File: src/rtl/aes_pkg.sv
// Shared constants, types and helpers for the iterative AES inverse S-box.
// The GF(2^8) field and the inverse affine map are defined here once.
package aes_pkg;

    localparam logic [8:0]  GF_POLY      = 9'h11B;
    localparam logic [7:0]  INV_AFFINE_C = 8'h05;
    localparam int unsigned CHAIN_LEN    = 13;

    typedef enum logic [1:0] {
        IDLE = 2'd0,
        BUSY = 2'd1,
        DONE = 2'd2
    } state_e;

    // Inverse affine map applied before the field inversion.
    function automatic logic [7:0] inv_affine(input logic [7:0] x);
        logic [7:0] b;
        for (int i = 0; i < 8; i++) begin
            b[i] = x[(i + 2) % 8] ^ x[(i + 5) % 8]
                 ^ x[(i + 7) % 8] ^ INV_AFFINE_C[i];
        end
        return b;
    endfunction

endpackage

File: src/rtl/gf256_mul.sv
// Combinational GF(2^8) multiplier reducing by x^8+x^4+x^3+x+1.
// Shift-and-add form; one instance is shared by every chain step.
module gf256_mul
    import aes_pkg::*;
(
    input  logic [7:0] a,
    input  logic [7:0] b,
    output logic [7:0] p
);

    logic [7:0] a_sh;

    // Accumulate a*x^i for each set bit of b, reducing as a is shifted.
    always_comb begin
        p    = 8'h00;
        a_sh = a;
        for (int i = 0; i < 8; i++) begin
            if (b[i]) begin
                p = p ^ a_sh;
            end
            a_sh = {a_sh[6:0], 1'b0}
                 ^ (a_sh[7] ? GF_POLY[7:0] : 8'h00);
        end
    end

endmodule

File: src/rtl/aes_inv_sbox_iter.sv
// Iterative AES inverse S-box: inverse affine, then b^254 computed by a
// 13-step square/multiply chain using a single shared GF multiplier.
module aes_inv_sbox_iter
    import aes_pkg::*;
(
    input  logic       clk,
    input  logic       rst_n,
    input  logic       in_valid,
    output logic       in_ready,
    input  logic [7:0] in_data,
    output logic       out_valid,
    input  logic       out_ready,
    output logic [7:0] out_data
);

    state_e     state_q, state_d;
    logic [3:0] step_q, step_d;
    logic [7:0] base_q, base_d;
    logic [7:0] acc_q, acc_d;
    logic [7:0] mul_b;
    logic [7:0] mul_p;

    // Even steps square the accumulator, odd steps multiply by the base.
    assign mul_b = step_q[0] ? base_q : acc_q;

    gf256_mul u_mul (
        .a (acc_q),
        .b (mul_b),
        .p (mul_p)
    );

    // The accumulator holds the final power once the chain is complete.
    assign out_data = acc_q;

    // Next-state, datapath update and handshake outputs.
    always_comb begin
        state_d   = state_q;
        step_d    = step_q;
        base_d    = base_q;
        acc_d     = acc_q;
        in_ready  = 1'b0;
        out_valid = 1'b0;
        unique case (state_q)
            IDLE: begin
                in_ready = 1'b1;
                if (in_valid) begin
                    base_d  = inv_affine(in_data);
                    acc_d   = inv_affine(in_data);
                    step_d  = 4'd0;
                    state_d = BUSY;
                end
            end
            BUSY: begin
                acc_d = mul_p;
                if (step_q == 4'(CHAIN_LEN - 1)) begin
                    state_d = DONE;
                end else begin
                    step_d = step_q + 4'd1;
                end
            end
            DONE: begin
                out_valid = 1'b1;
                if (out_ready) begin
                    state_d = IDLE;
                end
            end
            default: begin
                state_d = IDLE;
            end
        endcase
    end

    // State and datapath registers; reset abandons any operation.
    always_ff @(posedge clk or negedge rst_n) begin
        if (!rst_n) begin
            state_q <= IDLE;
            step_q  <= 4'd0;
            base_q  <= 8'h00;
            acc_q   <= 8'h00;
        end else begin
            state_q <= state_d;
            step_q  <= step_d;
            base_q  <= base_d;
            acc_q   <= acc_d;
        end
    end

endmodule

File: config.mk
export PLATFORM = sky130hd
export DESIGN_NAME = aes_inv_sbox_iter
export DESIGN_NICKNAME = d
export VERILOG_FILES = /design/src/rtl/aes_pkg.sv /design/src/rtl/gf256_mul.sv /design/src/rtl/aes_inv_sbox_iter.sv
export SDC_FILE = /design/constraint.sdc
export NUM_CORES = 1
export LEC_CHECK = 0
export ABC_AREA = 1
export CORE_ASPECT_RATIO = 1.4
export CORE_UTILIZATION = 30
export DETAILED_ROUTE_END_ITERATION = 8
export HOLD_SLACK_MARGIN = 0.02
export PLACE_DENSITY = 0.53
export SLEW_MARGIN = 10
export SYNTH_ARGS = -nofsm -noshare
export SYNTH_HDL_FRONTEND = slang
export SYNTH_HIERARCHICAL = 1
export SYNTH_SLANG_ARGS = --single-unit
File: constraint.sdc
create_clock -name clk -period 2.09 [get_ports clk]
set_input_delay 0.418 -clock clk [delete_from_list [all_inputs] [get_ports clk]]
set_output_delay 0.418 -clock clk [all_outputs]
set_load 0.01 [all_outputs]
# Word-level counts from Yosys, hierarchy flattened
# Cells that the tools add are included.
[totals]
regBits = 22
latch_bits = 0
ram_bits = 0
mem_bits_ro = 0
elab_cells = 77
mem_count = 0
[classes]
n_addsub = 1
multipliers = 0
div = 0
magnitude_cmp = 0
n_eq_ne = 7
shift = 0
n_mux = 27
n_bitwise = 32
reduce_logical = 6
[ops]
columns = ["operator", "n"]
rows = [
  ["bitwise XOR 8 bit", 14],
  ["2-to-1 mux 8 bit", 10],
  ["2-to-1 mux 5 bit", 7],
  ["case mux 8 bit (2 select lines)", 1],
  ["bitwise XOR 1 bit", 16],
  ["2-to-1 mux 4 bit", 2],
  ["inequality test 2 bit (second input constant)", 4],
  ["case mux 4 bit (2 select lines)", 1],
  ["2-to-1 mux 2 bit", 3],
  ["case mux 2 bit (3 select lines)", 1],
  ["AND reduction 3 bit", 2],
  ["adder 4 x 1 -> 4 bit (second input constant)", 1],
  ["== test 4 bit (second input constant)", 1],
  ["AND reduction 2 bit", 2],
  ["== test 2 x 1 -> 1 bit (second input constant)", 1],
  ["== test 2 bit (second input constant)", 1],
  ["zero test 2 bit", 1],
  ["2-to-1 mux 1 bit", 2],
  ["NOT 1 bit", 2],
  ["nonzero test 2 bit", 1],
]

# Longest topological paths before layout
# Gate-level depths: netlist of the first run.
[logic_depth]
depth_word = 17
mapped_depth = 20

# Modules after synthesis
# Netlist of the first run, hierarchy kept.
[by_module_without_submodules]
columns = ["module", "n_inst", "cells_per_inst", "area_each_um2", "seq_area_each_um2"]
rows = [
  ["gf256_mul", 1, 319, 1664.1, 0.0],
  ["aes_inv_sbox_iter", 1, 166, 1212.4, 550.5],
]

# Worst setup path before layout of the first run
# No wires, ideal clock.
[synth_path]
path_kind = "register to register"
startpoint = "reg step_q[0]"
endpoint = "reg acc_q[6] (netlist: out_data[6])"
arrival_ns = 1.946
required_time_ns = 1.966
path_slack_ns = 0.020
path_stages_with_launch = 14
path_buffers = 2
cell_sequence = "dfrtp_1 > clkbuf_1 > nand2_1 > nand2_1 > buf_2 > nand2_2 > xnor2_2 > xor2_1 > xor2_1 > nand2_1 > nand3b_1 > nand2_1 > a22oi_1 > nand2_1"
[synth_between]
elab_cells_between_ends = 17
[synth_lines]
columns = ["item", "line", "rtl"]
rows = [
  ["start, declared", "aes_inv_sbox_iter.sv:17", "logic [3:0] step_q, step_d;"],
  ["start signal, assigned", "aes_inv_sbox_iter.sv:82", "step_q <= step_d;"],
  ["2-to-1 mux 8 bit *", "aes_inv_sbox_iter.sv:24", "assign mul_b = step_q[0] ? base_q : acc_q;"],
  ["named net mul_b[1]", "aes_inv_sbox_iter.sv:20", "logic [7:0] mul_b;"],
  ["2-to-1 mux 8 bit *", "gf256_mul.sv:18", "if (b[i]) begin"],
  ["bitwise XOR 8 bit", "gf256_mul.sv:19", "p = p ^ a_sh;"],
  ["2-to-1 mux 8 bit *", "gf256_mul.sv:18", ""],
  ["bitwise XOR 8 bit", "gf256_mul.sv:19", ""],
  ["2-to-1 mux 8 bit *", "gf256_mul.sv:18", ""],
  ["bitwise XOR 8 bit", "gf256_mul.sv:19", ""],
  ["2-to-1 mux 8 bit *", "gf256_mul.sv:18", ""],
  ["bitwise XOR 8 bit", "gf256_mul.sv:19", ""],
  ["2-to-1 mux 8 bit *", "gf256_mul.sv:18", ""],
  ["bitwise XOR 8 bit", "gf256_mul.sv:19", ""],
  ["2-to-1 mux 8 bit *", "gf256_mul.sv:18", ""],
  ["bitwise XOR 8 bit", "gf256_mul.sv:19", ""],
  ["2-to-1 mux 8 bit *", "gf256_mul.sv:18", ""],
  ["named net mul_p[6]", "aes_inv_sbox_iter.sv:21", "logic [7:0] mul_p;"],
  ["case mux 8 bit (2 select lines) *", "aes_inv_sbox_iter.sv:43", "unique case (state_q)"],
  ["end signal, assigned", "aes_inv_sbox_iter.sv:79", "acc_q <= 8'h00;"],
  ["end signal, assigned", "aes_inv_sbox_iter.sv:84", "acc_q <= acc_d;"],
  ["end, declared", "aes_inv_sbox_iter.sv:19", "logic [7:0] acc_q, acc_d;"],
]
# The timed path passes the listed nets; every way through them passes the cells marked *.
# A chain may end at the register's enable or synchronous reset.

# Worst setup path after layout of the first run
[layout_path]
startpoint = "reg step_q[0]"
endpoint = "reg acc_q[5] (netlist: out_data[5])"
[layout_between]
elab_chain_cells = 17
[layout_lines]
columns = ["item", "line"]
rows = [
  ["2-to-1 mux 8 bit *", "aes_inv_sbox_iter.sv:24"],
  ["named net mul_b[0]", "aes_inv_sbox_iter.sv:20"],
  ["2-to-1 mux 8 bit *", "gf256_mul.sv:18"],
  ["bitwise XOR 8 bit", "gf256_mul.sv:19"],
  ["2-to-1 mux 8 bit *", "gf256_mul.sv:18"],
  ["bitwise XOR 8 bit", "gf256_mul.sv:19"],
  ["2-to-1 mux 8 bit *", "gf256_mul.sv:18"],
  ["bitwise XOR 8 bit", "gf256_mul.sv:19"],
  ["[... 3 more ...]", "n/a"],
  ["bitwise XOR 8 bit", "gf256_mul.sv:19"],
  ["2-to-1 mux 8 bit *", "gf256_mul.sv:18"],
  ["bitwise XOR 8 bit", "gf256_mul.sv:19"],
  ["2-to-1 mux 8 bit *", "gf256_mul.sv:18"],
  ["bitwise XOR 8 bit", "gf256_mul.sv:19"],
  ["2-to-1 mux 8 bit *", "gf256_mul.sv:18"],
  ["named net mul_p[5]", "aes_inv_sbox_iter.sv:21"],
  ["case mux 8 bit (2 select lines) *", "aes_inv_sbox_iter.sv:43"],
]
# Marked as above.

==> qor.csv, run 1 <==
metric,value,unit
status,finished clean,
max cap viols,0,
fmax,0.499,GHz
largest net degree at the start of global routing,23,
count of cell types in the netlist,34,
wire length per cell,13.3,microns
vias in the first global route,2993,
Slew Limit Fails,0,
synthesis-to-layout area growth,34.0,%
Synthesized Nets,499,
initial core utilization,31.3,%
CTS Buf Count,3,
Critical Path End Type,register,
share of cells above drive strength 1,30.3,%
period utilization,95.9,%
drt initial violations,131,
sequential share of the synthesized area,19.1,%
Bufs on Longest Clock Path,2,
Clock Latency Late Sink,260,ps
critical path startpoint category,register,
via count,3082,
port bufs,21,
Setup Viol. Count Final,0,
Vias/cell,4.78,
Yosys reg bits,22,
clock sink count,22,
"Reg clk slew, reported paths",60,ps
Slew HR,73.3,%
WL final,8560,microns
final worst slack,85.0,ps
min Tclk post-route,2010,ps
# rows,41,
Pre-antenna DRT Iters,4,
Synth Instances,485,
I/O pin count,22,
diode count,0,
Die Span X,84.8,microns
Yosys warnings,6,
gpl congestion,0.881,
Nets,554,
clk_skew,1.79,ps
root buf cell,clkbuf_16,
Die ar.,0.00999,sq mm
global-route wire length before repair,14100,microns
Overflow after GRT,0,
CP required,2230,ps
initial antenna violation count,0,
dpl ws,-97.3,ps
cell area after synthesis,0.00288,sq mm
Worst EP arrival,2150,ps
RSZ-0062 raised after global routing,true,
Setup Crit Path Kind,register to register,
GRT Overall Usage,17.7,%
CTS tree,built,
remaining antenna violation count after routing,0,
H-Tree Depth,1,
Die Ht,118,microns
Core Area,0.00918,sq mm
Hold Path Class,register to register,
Synth Area per Inst,5.93,sq um
DRC Markers,0,
DP HPWL,6950,microns
Final Hold Vio Count,0,
Crit Path Max Fanout,6,
worst slew pin tran,400,ps
## synth_stat cells (all sizes together)
| cell type | number | area share [%] |
|---|---|---|
| o22ai | 1 | 0.22 |
| nor2 | 24 | 4.2 |
| a22oi | 8 | 2.1 |
| nand3 | 59 | 11 |
| buf | 11 | 2.9 |
| nand2b | 1 | 0.48 |
| o21ai | 4 | 0.70 |
| dfrtp | 22 | 19 |
| ha | 2 | 0.87 |
| nand2 | 250 | 37 |
| o21bai | 1 | 0.26 |
| clkbuf | 2 | 0.26 |
| a21oi | 1 | 0.17 |
| inv | 58 | 8.3 |
| nand3b | 5 | 1.3 |
| clkinv | 2 | 0.26 |
| xor2 | 14 | 4.5 |
| xnor2 | 14 | 4.5 |
| a31oi | 1 | 0.22 |
| nand4 | 5 | 1.1 |
## layout by cell type, fill, tap and decap left out, types with 9 or more instances in the layout
cell type,n
buf_4,36
nand3_2,9
inv_1,46
nor2_1,14
dfrtp_1,18
nand2_1,185
nand2_2,46
nand2_4,19
xor2_1,11
clkdlybuf4s50_1,21
nand3_1,49
## through the flow
stage               hold slack [ps]  util (%)  cell area, sq um  setup TNS (ps)  cells
finish                          484      42.0              3850               0    645
global route                    509      42.0              3850            -389    645
CTS                             484      38.5              3540               0    640
detailed placement              467      37.4              3430            -262    637
global placement                464      37.4              3430           -45.2    637
floorplan                       122         -              2880               0    485
## cell type report
| cell class | count | area [sq um] |
|---|---|---|
| Fill cell | 978 | 5330 |
| Multi-Input combinational cell | 390 | 2270 |
| Timing Repair Buffer | 63 | 566 |
| Sequential cell | 22 | 556 |
| Inverter | 60 | 250 |
| Tap cell | 107 | 134 |
| Clock buffer | 3 | 75.1 |
## timing repair
action	CTS	global route
endpoints found under the setup margin	6	8
pin swaps	1	48
gates resized for setup	11	73
hold endpoints to repair	0	0
setup buffers	0	5
hold buffers	0	0
## cells by family (layout without fill, tap and decap cells)
family                   count (synthesis)  in the layout  share of synthesized area [%]
flip-flops                              22             22                           19.1
adder cells (fa/ha/maj)                  2              2                          0.870
XOR/XNOR                                28             28                           9.05
AO/OA/AOI/OAI                           16             16                           3.65
buffers and inverters                   73            126                           11.7
AND/OR/NAND/NOR                        344            344                           55.6
## routing by layer
layer	vias to the layer above	routed length [microns]	global-route usage, %
met5	-	0	0
met4	0	261	7.10
met3	17	106	0.912
met2	42	4690	34.6
met1	1417	3490	19.5
li1	1606	-	-
## flip-flops by register name, indices dropped and copies added (netlist names)
signal	cells
state_q	2
out_data	8
base_q	8
step_q	4
## worst max-delay path, stage by stage, from the launching register on
cell and delay, ps:
dfrtp_2 450, inv_4 90, nand2_2 50, nand2_2 90
buf_6 140, nand2_4 60, xnor2_2 110, nand2_1 80
nand2_1 70, nand2_1 60, nand2_2 80, inv_2 40
nand2_2 60, nand2_1 50, nand2_1 80, nand2_1 50
nand2_1 70, nand2_2 60, a22oi_2 140, nand2_1 70
## final timing paths
| path | slack (ps) | from | to | depth (start not counted) |
|---|---|---|---|---|
| worst max-delay path | 80 | step_q[0] | out_data[5] | 19 |
| worst min-delay path | 480 | base_q[7] | base_q[7] | 2 |
| worst max register to register | 80 | step_q[0] | out_data[5] | 19 |
| worst min register to register | 480 | base_q[7] | base_q[7] | 2 |
| max in group asynchronous | 1320 | rst_n | out_data[3] | 2 |
| min in group asynchronous | 510 | rst_n | state_q[1] | 2 |
Power of run 1 is not shown: default switching activity piles up to over one toggle a cycle in this logic, so the estimate is an artifact.
==> inputs of run 2 (changes only) <==
Settings changed: PLACE_DENSITY 0.53 to 0.52.
Clock period 2.09 ns to 2.3 ns, I/O delays scaled along.
==> qor.csv, run 2 (synthesized netlist as in run 1, its figures left out) <==
metric,value,unit
vias in the first global route,2750,
Crit Path Max Fanout,10,
diode count,0,
initial antenna violation count,0,
Setup Crit Path Kind,register to register,
Nets,531,
Bufs on Longest Clock Path,2,
DRC Markers,0,
critical path startpoint category,register,
WL final,8150,microns
dpl ws,-29.3,ps
port bufs,21,
min Tclk post-route,2110,ps
wire length per cell,13.1,microns
largest net degree at the start of global routing,23,
root buf cell,clkbuf_16,
clock sink count,22,
WHS Endpoint,base_q[6],
remaining antenna violation count after routing,0,
DP HPWL,6850,microns
Vias/cell,4.72,
CP cell instances,"inv_2, nand2_1, nand2_4, nand2_1, xnor2_2, xnor2_2, xor2_1, nand2_1, nand2_1, inv_1, a22oi_1, nand2_1",
status,finished clean,
share of cells above drive strength 1,18.0,%
period utilization,91.7,%
worst slew pin tran,379,ps
Final Hold Vio Count,0,
hold_sp,base_q[6],
reg2reg end,out_data[7],
Pre-antenna DRT Iters,4,
fmax,0.474,GHz
drt initial violations,179,
Critical Path End Type,register,
Die Span X,84.8,microns
Reg2Reg Launch Point,step_q[0],
"Reg clk slew, reported paths",60,ps
CTS tree,built,
clk_skew,2.92,ps
most frequent cells in the layout,"210 x nand2_1, 55 x nand3_1, 51 x inv_1",
"commonest non-fill, non-tap cell in the layout",nand2_1,
CP required,2420,ps
CP dominant cell by count,nand2_1,
Worst EP arrival,2230,ps
H-Tree Depth,1,
setup bufs post-CTS,0,
Clock Latency Late Sink,260,ps
synthesis-to-layout area growth,18.4,%
max cap viols,0,
# rows,41,
GRT Overall Usage,17.3,%
Hold Path Class,register to register,
Worst R2R Setup Slack,190,ps
global-route wire length before repair,13600,microns
Die ar.,0.00999,sq mm
via count,2940,
Core Area,0.00918,sq mm
Overflow after GRT,0,
Critical-path top delay cell,dfrtp_2,
Worst Hold Depth,2,
I/O pin count,22,
gpl congestion,0.878,
Die Ht,118,microns
Slew HR,74.7,%
worst reg2reg path depth,12,
Slew Limit Fails,0,
CTS Hold Buffers Added,0,
Setup Viol. Count Final,0,
final worst slack,192,ps
CTS Buf Count,3,
initial core utilization,31.3,%
Critical Path Max Stage Delay,440,ps
run 2: cell count changes in the layout (fill, tap and decap cells not counted), moves of 5 or more:
cell,before,now
buf_4,36,19
inv_1,46,51
nand2_1,185,210
nand2_2,46,30
nand2_4,19,10
nand3_1,49,55
nand3_2,9,3
run 2: cell type report:
type                    count  area, sq um
fillers                   991         5780
multi-input cells         390         2030
flip-flops and latches     22          557
repair buffers             40          353
inverters                  60          245
well taps                 107          134
clock buffers               4         88.8
run 2: metrics by stage:
step / util [%] / hold WS [ps] / setup TNS, ps / cell area, sq um / std cells
3_3_place_gp: 35.6 / 465 / -8.35 / 3270 / 619
2_1_floorplan: - / 164 / 0 / 2880 / 485
4_1_cts: 36.6 / 484 / 0 / 3360 / 623
3_5_place_dp: 35.6 / 466 / -29.3 / 3270 / 619
6_report: 37.1 / 478 / 0 / 3410 / 623
5_1_grt: 37.1 / 499 / -6.30 / 3410 / 623
run 2: how the worst max path moves through the flow:
stage | endpoint | slack (ps) | cells after the start | startpoint
4_1_cts | out_data[7] | 10 | 14 | step_q[0]
2_1_floorplan | out_data[6] | 230 | 13 | step_q[0]
6_report | out_data[7] | 190 | 12 | step_q[0]
3_3_place_gp | out_data[7] | -8 | 12 | step_q[0]
3_5_place_dp | out_data[7] | -30 | 12 | step_q[0]
5_1_grt | out_data[7] | -6 | 14 | step_q[0]
run 2: per-layer routing:
layer  GRT usage, %  wire length (microns)  vias up
met2           33.9                   4570       36
li1               -                      -     1560
met4           7.52                    224        0
met1           18.8                   3220     1331
met5              0                      0        -
met3          0.912                    143       13
run 2: what timing repair did:
item | in CTS | in global routing
pin swaps | 1 | 4
endpoints found under the setup margin | 1 | 8
resized for setup | 1 | 15
run 2: critical path: cells and delay by family, from the launching register on:
kind                      cells  cell delay [ps]
xor gates and xnor gates      3              610
and+or+nand+nor               6              600
DFF                           1              440
AOI/OAI and AO/OA             1              200
buffers and inverters         2              120
Power of run 2 is left out for the same reason.
